**config.mk**
```make
export PLATFORM = sky130hd
export DESIGN_NAME = pbkdf2_host_if
export DESIGN_NICKNAME = d
export VERILOG_FILES = /design/src/rtl/pbkdf2_host_if.sv
export SDC_FILE = /design/constraint.sdc
export NUM_CORES = 1
export LEC_CHECK = 0
export ABC_AREA = 1
export BUFFER_PORTS_ARGS = -buffer_cell sky130_fd_sc_hd__buf_4
export CAP_MARGIN = 20
export CORE_AREA = 2 2 544 546
export DETAILED_ROUTE_END_ITERATION = 16
export DIE_AREA = 0 0 546 548
export MAX_ROUTING_LAYER = met4
export SLEW_MARGIN = 40
export SYNTH_ARGS = -nofsm -noshare
export SYNTH_HDL_FRONTEND = slang
export SYNTH_SLANG_ARGS = --single-unit
```
**constraint.sdc**
```tcl
create_clock -name clk_i -period 5.75 [get_ports clk_i]
set_input_delay 1.725 -clock clk_i [delete_from_list [all_inputs] [get_ports clk_i]]
set_output_delay 1.725 -clock clk_i [all_outputs]
set_load 0.05 [all_outputs]
```
**src/rtl/pbkdf2_host_if.sv**
```systemverilog
`default_nettype none
// ============================================================================
// Module      : pbkdf2_host_if
// Description : Word-serial host front end for one pbkdf2 core. Assembles a
//               34-word job from a 32-bit command stream, holds the operands
//               stable for the core, issues the job, captures the 256-bit key
//               and returns it as 8 result words (MS word first).
//               Optional macro PBKDF2_HOST_CYCLE_COUNT_EN appends a 9th
//               result word: the saturating ISSUE+WAIT cycle count.
// Revision    : 1.0 - initial release
// ============================================================================
module pbkdf2_host_if (
    input  logic         clk_i,
    input  logic         rst_ni,
    input  logic [31:0]  cmd_data_i,
    input  logic         cmd_valid_i,
    output logic         cmd_ready_o,
    output logic [31:0]  res_data_o,
    output logic         res_valid_o,
    input  logic         res_ready_i,
    output logic [31:0]  core_iters_o,
    output logic [511:0] core_pass_o,
    output logic [511:0] core_salt_o,
    output logic [5:0]   core_salt_len_o,
    output logic         core_in_valid_o,
    input  logic         core_in_ready_i,
    input  logic [255:0] core_hash_i,
    input  logic         core_out_valid_i,
    output logic         core_out_ready_o,
    output logic         busy_o
);

`ifdef PBKDF2_HOST_CYCLE_COUNT_EN
    localparam int IDX_W   = 4;
    localparam int NUM_RES = 9;
`else
    localparam int IDX_W   = 3;
    localparam int NUM_RES = 8;
`endif
    localparam logic [IDX_W-1:0] LAST_IDX  = IDX_W'(NUM_RES - 1);
    localparam logic [5:0]       LAST_WORD = 6'd33;
    localparam logic [5:0]       PASS_END  = 6'd17;

    typedef enum logic [1:0] {
        S_LOAD  = 2'd0,
        S_ISSUE = 2'd1,
        S_WAIT  = 2'd2,
        S_SEND  = 2'd3
    } state_t;

    state_t             state_q;
    logic [5:0]         word_cnt_q;
    logic [IDX_W-1:0]   res_idx_q;
    logic [31:0]        iters_q;
    logic [5:0]         salt_len_q;
    logic [511:0]       pass_q;
    logic [511:0]       salt_q;
    logic [255:0]       result_q;
    logic               cmd_ready_q;
    logic               in_valid_q;
    logic               out_ready_q;
    logic               res_valid_q;
`ifdef PBKDF2_HOST_CYCLE_COUNT_EN
    logic [31:0]        cyc_q;
`endif

    logic [7:0]         w_base;
    logic [31:0]        w_word;

    // Job sequencer: operand capture, core handshakes and result streaming.
    always_ff @(posedge clk_i or negedge rst_ni) begin
        if (!rst_ni) begin
            state_q     <= S_LOAD;
            word_cnt_q  <= '0;
            res_idx_q   <= '0;
            iters_q     <= '0;
            salt_len_q  <= '0;
            pass_q      <= '0;
            salt_q      <= '0;
            result_q    <= '0;
            cmd_ready_q <= 1'b1;
            in_valid_q  <= 1'b0;
            out_ready_q <= 1'b0;
            res_valid_q <= 1'b0;
`ifdef PBKDF2_HOST_CYCLE_COUNT_EN
            cyc_q       <= '0;
`endif
        end else begin
            case (state_q)
                S_LOAD: begin
                    if (cmd_valid_i) begin
                        // Pass and salt arrive MS word first, so shifting
                        // left lands the first word at the top after 16.
                        if (word_cnt_q == 6'd0) begin
                            // The core never terminates on 0 iterations.
                            iters_q <= (cmd_data_i == 32'd0) ? 32'd1 : cmd_data_i;
                        end else if (word_cnt_q == 6'd1) begin
                            salt_len_q <= cmd_data_i[5:0];
                        end else if (word_cnt_q <= PASS_END) begin
                            pass_q <= {pass_q[479:0], cmd_data_i};
                        end else begin
                            salt_q <= {salt_q[479:0], cmd_data_i};
                        end
                        if (word_cnt_q == LAST_WORD) begin
                            word_cnt_q  <= '0;
                            state_q     <= S_ISSUE;
                            cmd_ready_q <= 1'b0;
                            in_valid_q  <= 1'b1;
`ifdef PBKDF2_HOST_CYCLE_COUNT_EN
                            cyc_q       <= '0;
`endif
                        end else begin
                            word_cnt_q <= word_cnt_q + 6'd1;
                        end
                    end
                end
                S_ISSUE: begin
`ifdef PBKDF2_HOST_CYCLE_COUNT_EN
                    if (cyc_q != 32'hFFFF_FFFF) cyc_q <= cyc_q + 32'd1;
`endif
                    if (core_in_ready_i) begin
                        state_q     <= S_WAIT;
                        in_valid_q  <= 1'b0;
                        out_ready_q <= 1'b1;
                    end
                end
                S_WAIT: begin
`ifdef PBKDF2_HOST_CYCLE_COUNT_EN
                    if (cyc_q != 32'hFFFF_FFFF) cyc_q <= cyc_q + 32'd1;
`endif
                    if (core_out_valid_i) begin
                        result_q    <= core_hash_i;
                        state_q     <= S_SEND;
                        out_ready_q <= 1'b0;
                        res_valid_q <= 1'b1;
                        res_idx_q   <= '0;
                    end
                end
                S_SEND: begin
                    if (res_ready_i) begin
                        if (res_idx_q == LAST_IDX) begin
                            res_idx_q   <= '0;
                            state_q     <= S_LOAD;
                            res_valid_q <= 1'b0;
                            cmd_ready_q <= 1'b1;
                        end else begin
                            res_idx_q <= res_idx_q + 1'b1;
                        end
                    end
                end
                default: state_q <= S_LOAD;
            endcase
        end
    end

    // Result word select: MS word of the key first, optional count last.
    always_comb begin
        w_base = 8'd255 - {res_idx_q[2:0], 5'b0_0000};
        w_word = result_q[w_base -: 32];
`ifdef PBKDF2_HOST_CYCLE_COUNT_EN
        if (res_idx_q == LAST_IDX) w_word = cyc_q;
`endif
    end

    assign res_data_o       = res_valid_q ? w_word : 32'd0;
    assign res_valid_o      = res_valid_q;
    assign cmd_ready_o      = cmd_ready_q;
    assign core_in_valid_o  = in_valid_q;
    assign core_out_ready_o = out_ready_q;
    assign core_iters_o     = iters_q;
    assign core_pass_o      = pass_q;
    assign core_salt_o      = salt_q;
    assign core_salt_len_o  = salt_len_q;
    assign busy_o           = !((state_q == S_LOAD) && (word_cnt_q == 6'd0));

endmodule
`default_nettype wire

```
### Yosys cells after proc, flatten, opt, wreduce, memory -nomap -nowiden

Index checks and enable logic that the tools add are counted.

* bits in registers: 1333
* logic and storage cells: 83

* add/subtract/negate cells: 3
* order comparisons: 1
* eq/ne operators: 12
* shift operators: 1
* mux-type cells: 30
* bitwise gates (word level): 3
* reduce and logical (&&, ||, !) cells: 21

Operators with widths (number)
* 287-bit by 9-bit indexed part select with 32-bit output: 1
* 32-bit 2-to-1 mux: 2
* 32-bit zero test: 1
* 5-bit AND reduction: 3
* 1-bit 2-to-1 mux: 12
* 2-bit 2-to-1 mux: 6
* 2-bit != test (second input constant): 6
* 4-bit AND reduction: 3
* 3-bit 2-to-1 mux: 3
* 3-bit AND reduction: 3
* 1-bit one-hot mux with 2 select lines: 4
* 2-bit one-hot mux with 4 select lines: 1
* 2-bit nonzero test: 4
* 8-bit subtractor (first input constant): 1
* 6-bit by 1-bit adder with 6-bit output (second input constant): 1
* 6-bit by 1-bit equality test with 1-bit output (second input constant): 1
* 6-bit equality test (second input constant): 1
* 6-bit by 5-bit <= comparator with 1-bit output (second input constant): 1
* 6-bit zero test: 1
* 6-bit 2-to-1 mux: 1
* 3-bit one-hot mux with 2 select lines: 1
* 6-bit AND reduction: 1
* 2-bit equality test (second input constant): 2
* 2-bit AND reduction: 2
* other kinds (7): 9

### Depth between registers and ports, before layout

Gate-level depths: netlist of run 1.

* word-level depth: 4
* gate-level depth with buffers: 13

### Worst setup path before layout of run 1

No wires, ideal clock.

* path type: register to output
* start: reg res_idx_q[1]
* end: out res_data_o[2]
* data arrival time: 2.069 ns
* required time: 4.025 ns
* path slack: 1.956 ns
* cell stages (with the launch flop): 8
* path buffers: 3
* cell sequence: dfrtp_1 clkbuf_1 clkbuf_1 clkbuf_1 o21ai_0 o22ai_1 nor2_1 nor2_1

* word-level cells in the longest chain between the ends: 3

RTL lines
* start, declared: RTL line 53 `logic [IDX_W-1:0] res_idx_q;`
* start signal, assigned: RTL line 147 `res_idx_q <= res_idx_q + 1'b1;`
* 8-bit subtractor: RTL line 158 `w_base = 8'd255 - {res_idx_q[2:0], 5'b0_0000};`
* 287-bit by 9-bit indexed part select with 32-bit output: RTL line 159 `w_word = result_q[w_base -: 32];`
* 32-bit 2-to-1 mux: RTL line 165 `assign res_data_o = res_valid_q ? w_word : 32'd0;`
* end, declared: RTL line 18 `output logic [31:0] res_data_o,`

No other way between the ends.

### Final worst setup path of run 1

* start: reg res_idx_q[0]
* end: out res_data_o[20]

The elaborated chain is that of the path after synthesis.

==> results of run 1 <==
[power groups by stage]
stage	clock [mW]	combinational [mW]	sequential (mW)
after floorplan	0	6.13	19.9
after detailed placement	0	19.3	15.2
after global placement	0	19.2	15.2
after global routing	11.1	20.4	15.4
after CTS	10.8	19.3	15.1
final	10.5	19.2	15.1
[flip-flops by register name (all words and copies together), names as in the netlist]
signal / count
core_out_ready_o: 1
state_q: 2
res_valid_o: 1
core_in_valid_o: 1
result_q: 256
core_salt_o: 512
core_salt_len_o: 6
core_pass_o: 512
res_idx_q: 3
word_cnt_q: 6
core_iters_o: 32
cmd_ready_o: 1
[final timing paths]
check | to | depth (start not counted) | slack (ps)
setup reg to reg | core_pass_o[81] | 10 | 2350
hold / removal | core_salt_o[226] | 2 | 460
max in group asynchronous | core_salt_o[211] | 3 | 3430
min in group asynchronous | result_q[146] | 1 | 760
hold reg to reg | core_salt_o[226] | 2 | 460
setup / recovery | res_data_o[20] | 7 | 510
[area by class of cell]
class	instances	area, µm²	area share (%)
sequential	1333	33370	44.97
timing repair buffer	1482	11610	15.64
antenna	26	65.06	0.08767
clock buffer	235	4690	6.319
multi-input combinational	4511	18830	25.37
inverter	28	115.1	0.1551
clock inverter	49	629.4	0.8481
tap	3919	4903	6.607
[kinds of logic (layout without fill, tap and decap cells)]
| group | after synthesis | after routing | synth area share, % |
|---|---|---|---|
| AO/OA/AOI/OAI | 730 | 730 | 6.996 |
| XOR/XNOR | 2 | 2 | 0.03232 |
| adder cells (fa/ha/maj) | 10 | 10 | 0.2308 |
| buffers and inverters | 481 | 1794 | 3.815 |
| flip-flops | 1333 | 1333 | 61.54 |
| other | 0 | 26 | 0 |
| AND/OR/NAND/NOR | 3769 | 3769 | 27.39 |
[stage by stage]
step	util (%)	power (mW)
2_1_floorplan	-	26.02
3_3_place_gp	23.44	34.38
3_5_place_dp	23.44	34.53
4_1_cts	25.26	45.25
5_1_grt	25.31	46.91
6_report	25.32	44.89
[Yosys cell counts]
library cell  number  area [µm²]
nand2_1         2976       11170
dfrtp_1         1332       33330
o21ai_0          659        3298
nand3_1          524        2623
nor2_1           257       964.7
clkbuf_1         231       867.1
buf_2            207        1036
o211ai_1          32       240.2
o22ai_1           32       200.2
inv_1             25       93.84
buf_1             14       52.55
ha_1              10       125.1
nand2_2            3       18.77
nand4_1            3       18.77
a21oi_1            2       10.01
clkinv_1           2       7.510
nor2_2             2       12.51
or2_2              2       12.51
xor2_1             2       17.52
a211oi_1           1       7.510
a21boi_0           1       7.510
buf_4              1       7.510
dfstp_2            1       26.28
inv_2              1       3.750
nor2_8             1       20.02
nor3_1             1       5.000
o21ai_1            1       5.000
o21ai_4            1       16.27
o21bai_1           1       7.510
[tightest hold or removal path: cells and delay by family (launching register included)]
kind / cells / cell delay, ps
and+or+nand+nor: 2 / 110
DFF: 1 / 360
[cells in the final DEF, fill, tap and decap left out, types with 3 or more instances in the layout]
cell        netlist  routed
clkbuf_1        231      38
nor2_1          257     257
nand4_1           3       3
clkinv_4          0       5
diode_2           0      26
buf_4             1    1444
clkinv_2          0      17
buf_16            0       5
nand2_1        2976    2975
clkinvlp_4        0       5
inv_6             0       6
o22ai_1          32      32
ha_1             10      10
inv_1            25      24
clkinv_16         0       3
clkinv_8          0       3
buf_6             0       3
nand3_1         524     523
buf_12            0      29
clkbuf_8          0      35
dfrtp_4           0       4
dfrtp_1        1332    1328
bufinv_16         0       8
clkbuf_16         0     163
o21ai_0         659     659
o211ai_1         32      32
[per-layer routing]
metal	part of all wire (%)	GRT usage [%]	up-vias
li1	-	-	22600
met1	41	23.32	24760
met2	46	28.86	2180
met3	7.8	4.566	439
met4	5.3	9.316	0
met5	0	-	-
==> impl_metrics.json, run 1 <==
{
  "die-area_um2": 299200,
  "grt_max_degree": 196,
  "clkTransAtPathRegs_ps": 60,
  "cts_sinks": 1333,
  "cts_resized": 0,
  "startpoint": "res_idx_q[0]",
  "grt_pass1_wl_um": 391500,
  "max_cap_violations": 0,
  "swShare_pct": 49.41,
  "synth_nets": 6629,
  "post-route-min-period_ps": 5236,
  "timing.rr.start": "state_q[0]",
  "crit_family": "buffers and inverters",
  "grt_pass1_vias": 47240,
  "slew_viol_final": 0,
  "synth_seq_cells": 1333,
  "vias": 49970,
  "critPathKind": "register to primary output",
  "areaGrowthSynthToFinish_pct": 36.90,
  "cts_tree": "done",
  "drcViolationCount": 0,
  "place_ws_ps": 1303,
  "layout-drive-gt1-share_pct": 22.89,
  "fin_crit_sh_pct": 91.06,
  "grt_use_total_pct": 18.91,
  "cpPeakStageDelay_ps": 630,
  "place_area_um2": 68710,
  "whs_ps": 460.9,
  "holdCritStartpoint": "core_salt_o[194]",
  "start_util_pct": 18.50,
  "tightest_slew_ps": 905.8,
  "endpoint_kind": "primary output",
  "slowest_stage": "dfrtp_4",
  "comb_power_share_pct": 42.8,
  "root_buffer": "clkbuf_16",
  "instances_no_fill": 11580,
  "avgSynthCellArea_um2": 8.570,
  "grt_overflow": 0,
  "clock_latency_ps": 850,
  "drt_iter0_drc": 5611,
  "status": "finished, final reports clean",
  "cts_buffer_depth": 4,
  "synthesis.area_um2": 54210,
  "cp_cell_sequence": "inv_4 -> buf_12 -> nor2_1 -> o211ai_1 -> nand2_1 -> nor2_1 -> buf_4",
  "viasPerCell": 4.314,
  "critical_path_buf_inv_count": 3,
  "io_buffer_count": 1392,
  "ys_warn_count": 0,
  "numCtsBuffers": 161,
  "postCtsSetupBuffers": 0,
  "p_sw_mw": 22.18,
  "setup_viol": 0,
  "antenna_found_initial": 34,
  "pwr-share-clk_pct": 23.4,
  "h-tree-depth": 4,
  "finalSetupTns_ps": 0,
  "p_leak_nw": 39.97,
  "core_um2": 293100,
  "fill_cells": 31940,
  "layout.nets": 7821,
  "setup_ws_ps": 514.0,
  "ios": 1393,
  "hpwl_um": 218000,
  "critPathMaxFanout": 59,
  "hold_violations": 0,
  "startpoint_type": "register",
  "syn_inst": 6325,
  "globalplace.congestion": 0.9430,
  "antenna_left": 0,
  "maxSlewHeadroom_pct": 39.61,
  "rsz0062_at_grt": "false",
  "die_x_um": 546,
  "wl_um": 287400,
  "rows": 199,
  "placedCellCount": 11270,
  "first_pass_iters": 6,
  "ys_seq_area_share_pct": 61.54,
  "fmax_ghz": 0.1910,
  "hold_class": "register to register",
  "crit_required_ps": 4030,
  "hold_buffers": 0,
  "synth.distinct_cells": 29,
  "powerDensity_nw_per_um2": 604.9,
  "intPower_mw": 22.71,
  "routedWlPerCell_um": 24.81,
  "seqPwrFrac_pct": 33.7,
  "final_area_um2": 74210,
  "vdd_drop_max_mv": 0.4820,
  "die_h_um": 548,
  "cpMostUsedCell": "nor2_1",
  "cp_data_arrival_time_ps": 3510,
  "finClkSkew_ps": 72.37
}
Note: power is estimated with default switching activity, not from simulation.
==> inputs of run 2 (changes only) <==
--- a/config.mk
+++ b/config.mk
@@ -9,6 +9,7 @@
 export BUFFER_PORTS_ARGS = -buffer_cell sky130_fd_sc_hd__buf_4
 export CAP_MARGIN = 20
 export CORE_AREA = 2 2 544 546
+export CTS_BUF_LIST = sky130_fd_sc_hd__clkbuf_8
 export DETAILED_ROUTE_END_ITERATION = 16
 export DIE_AREA = 0 0 546 548
 export MAX_ROUTING_LAYER = met4
==> constraint.sdc (replaced) <==
create_clock -name clk_i -period 4.6 [get_ports clk_i]
set_input_delay 1.38 -clock clk_i [delete_from_list [all_inputs] [get_ports clk_i]]
set_output_delay 1.38 -clock clk_i [all_outputs]
set_load 0.05 [all_outputs]
==> impl_metrics.json, run 2 (same netlist as run 1, synthesis figures left out) <==
{
  "instances_no_fill": 11800,
  "grt_pass1_vias": 49010,
  "place_area_um2": 69050,
  "layout_common_cells": "nand2_1, buf_4, dfrtp_1, o21ai_0, nand3_1",
  "use_met1_pct": 23.48,
  "use_met2_pct": 29.93,
  "areaGrowthSynthToFinish_pct": 38.45,
  "powerDensity_nw_per_um2": 751.8,
  "start_util_pct": 18.50,
  "grt_overflow": 0,
  "maxSlewHeadroom_pct": 36.96,
  "first_pass_iters": 6,
  "slew_viol_final": 0,
  "p_sw_mw": 28.36,
  "hpwl_um": 223900,
  "setup_ws_ps": 136.2,
  "layout-drive-gt1-share_pct": 24.76,
  "root_buffer": "clkbuf_8",
  "routedWlPerCell_um": 25.02,
  "final_area_um2": 75050,
  "startpoint_type": "register",
  "core_um2": 293100,
  "hold_violations": 0,
  "timing.rr.start": "word_cnt_q[1]",
  "hold_class": "primary input to asynchronous set/reset pin",
  "cts_buffer_depth": 4,
  "crit_family": "compound AO/OA/AOI/OAI gates",
  "cp_data_arrival_time_ps": 3080,
  "p_leak_nw": 40.76,
  "timing.reg2reg.setup_slack_ps": 1360,
  "clkTransAtPathRegs_ps": 60,
  "seqPwrFrac_pct": 34.1,
  "drcViolationCount": 0,
  "grt_max_degree": 195,
  "globalplace.congestion": 0.9330,
  "critPathMaxFanout": 14,
  "die_h_um": 548,
  "layout.nets": 7957,
  "post-route-min-period_ps": 4464,
  "grt_use_total_pct": 19.50,
  "pwr-share-clk_pct": 22.9,
  "antenna_left": 0,
  "cts_sinks": 1333,
  "whs_ps": 412.7,
  "status": "finished, final reports clean",
  "die_x_um": 546,
  "total_power_mw": 56.42,
  "placedCellCount": 11290,
  "r2r_end": "core_salt_o[179]",
  "hold_buffers": 0,
  "critical_path_buf_inv_count": 3,
  "vias": 50990,
  "comb_power_share_pct": 43.1,
  "final_common_cell": "nand2_1",
  "cp_cell_sequence": "buf_12 -> buf_16 -> o21ai_1 -> o211ai_1 -> nand2_1 -> nor2_4 -> buf_8",
  "grt_pass1_wl_um": 403600,
  "r2r_cells": 8,
  "numCtsBuffers": 262,
  "cts_tree": "done",
  "ios": 1393,
  "max_cap_violations": 0,
  "tightest_slew_ps": 945.7,
  "slowest_stage": "dfrtp_4",
  "rsz0062_at_grt": "false",
  "swShare_pct": 50.27,
  "crit_required_ps": 3220,
  "rows": 199,
  "clock_latency_ps": 980,
  "cpPeakStageDelay_ps": 540,
  "endpoint_kind": "primary output",
  "grt_util_met3_pct": 5.122,
  "drt_iter0_drc": 5584,
  "die-area_um2": 299200,
  "viasPerCell": 4.323,
  "vdd_drop_max_mv": 0.6338,
  "fmax_ghz": 0.2240,
  "h-tree-depth": 5,
  "io_buffer_count": 1392,
  "fin_crit_sh_pct": 97.04,
  "critPathKind": "register to primary output",
  "intPower_mw": 28.06,
  "top_usage_layer": "met2",
  "setup_viol": 0,
  "wl_um": 295200,
  "antenna_found_initial": 29,
  "place_ws_ps": 582.3,
  "finClkSkew_ps": 113.6
}
==> run 2: changes by cell type in the layout (fill, tap and decap cells not counted), sizes merged <==
cell,before,now
clkbuf,236,326
inv,35,117
buf,1481,1517
diode,26,29
clkinvlp,5,6
clkinv,29,30
==> run 2: worst max path at each step <==
stage                      start              to  cells past startpoint
floorplan           res_idx_q[1]   res_data_o[2]                      7
global placement    res_idx_q[0]  res_data_o[18]                      6
detailed placement  res_idx_q[0]  res_data_o[26]                      7
CTS                 res_idx_q[0]   res_data_o[0]                      7
global route        res_idx_q[0]   res_data_o[6]                      9
finish              res_idx_q[0]  res_data_o[18]                      7
==> run 2: repair_timing <==
action | in CTS | in global routing
setup buffers | 8 | 0
resized for setup | 48 | 0
setup endpoints to repair | 32 | 0
==> run 2: per-layer routing <==
| layer | vias up | share of wire (%) |
|---|---|---|
| met2 | 2318 | 46 |
| met4 | 0 | 5.7 |
| li1 | 22910 | - |
| met1 | 25250 | 40 |
| met5 | - | 0 |
| met3 | 513 | 8.2 |
==> run 2: metrics by stage <==
stage | utilization (%) | setup TNS [ps]
CTS | 25.56 | -105.4
detailed placement | 23.56 | 0
global route | 25.60 | 0
floorplan | - | 0
global placement | 23.54 | 0
finish | 25.61 | 0
==> run 2: layout make-up <==
type | instances | area [µm²]
well taps | 3919 | 4903
diodes | 29 | 72.57
repair buffers | 1517 | 12160
fillers | 31970 | 218000
clock inverters | 133 | 1022
clock buffers | 326 | 4487
multi-input cells | 4511 | 18910
flip-flops and latches | 1333 | 33370
inverters | 28 | 125.1
==> run 2: power groups by stage <==
stage	Sequential [mW]	Combinational [mW]	Clock, mW
2_1_floorplan	24.9	7.67	0
6_report	19.2	24.3	12.9
5_1_grt	19.5	25.8	13.8
3_5_place_dp	19.4	24.0	0
3_3_place_gp	19.4	23.8	0
4_1_cts	19.2	24.4	13.3
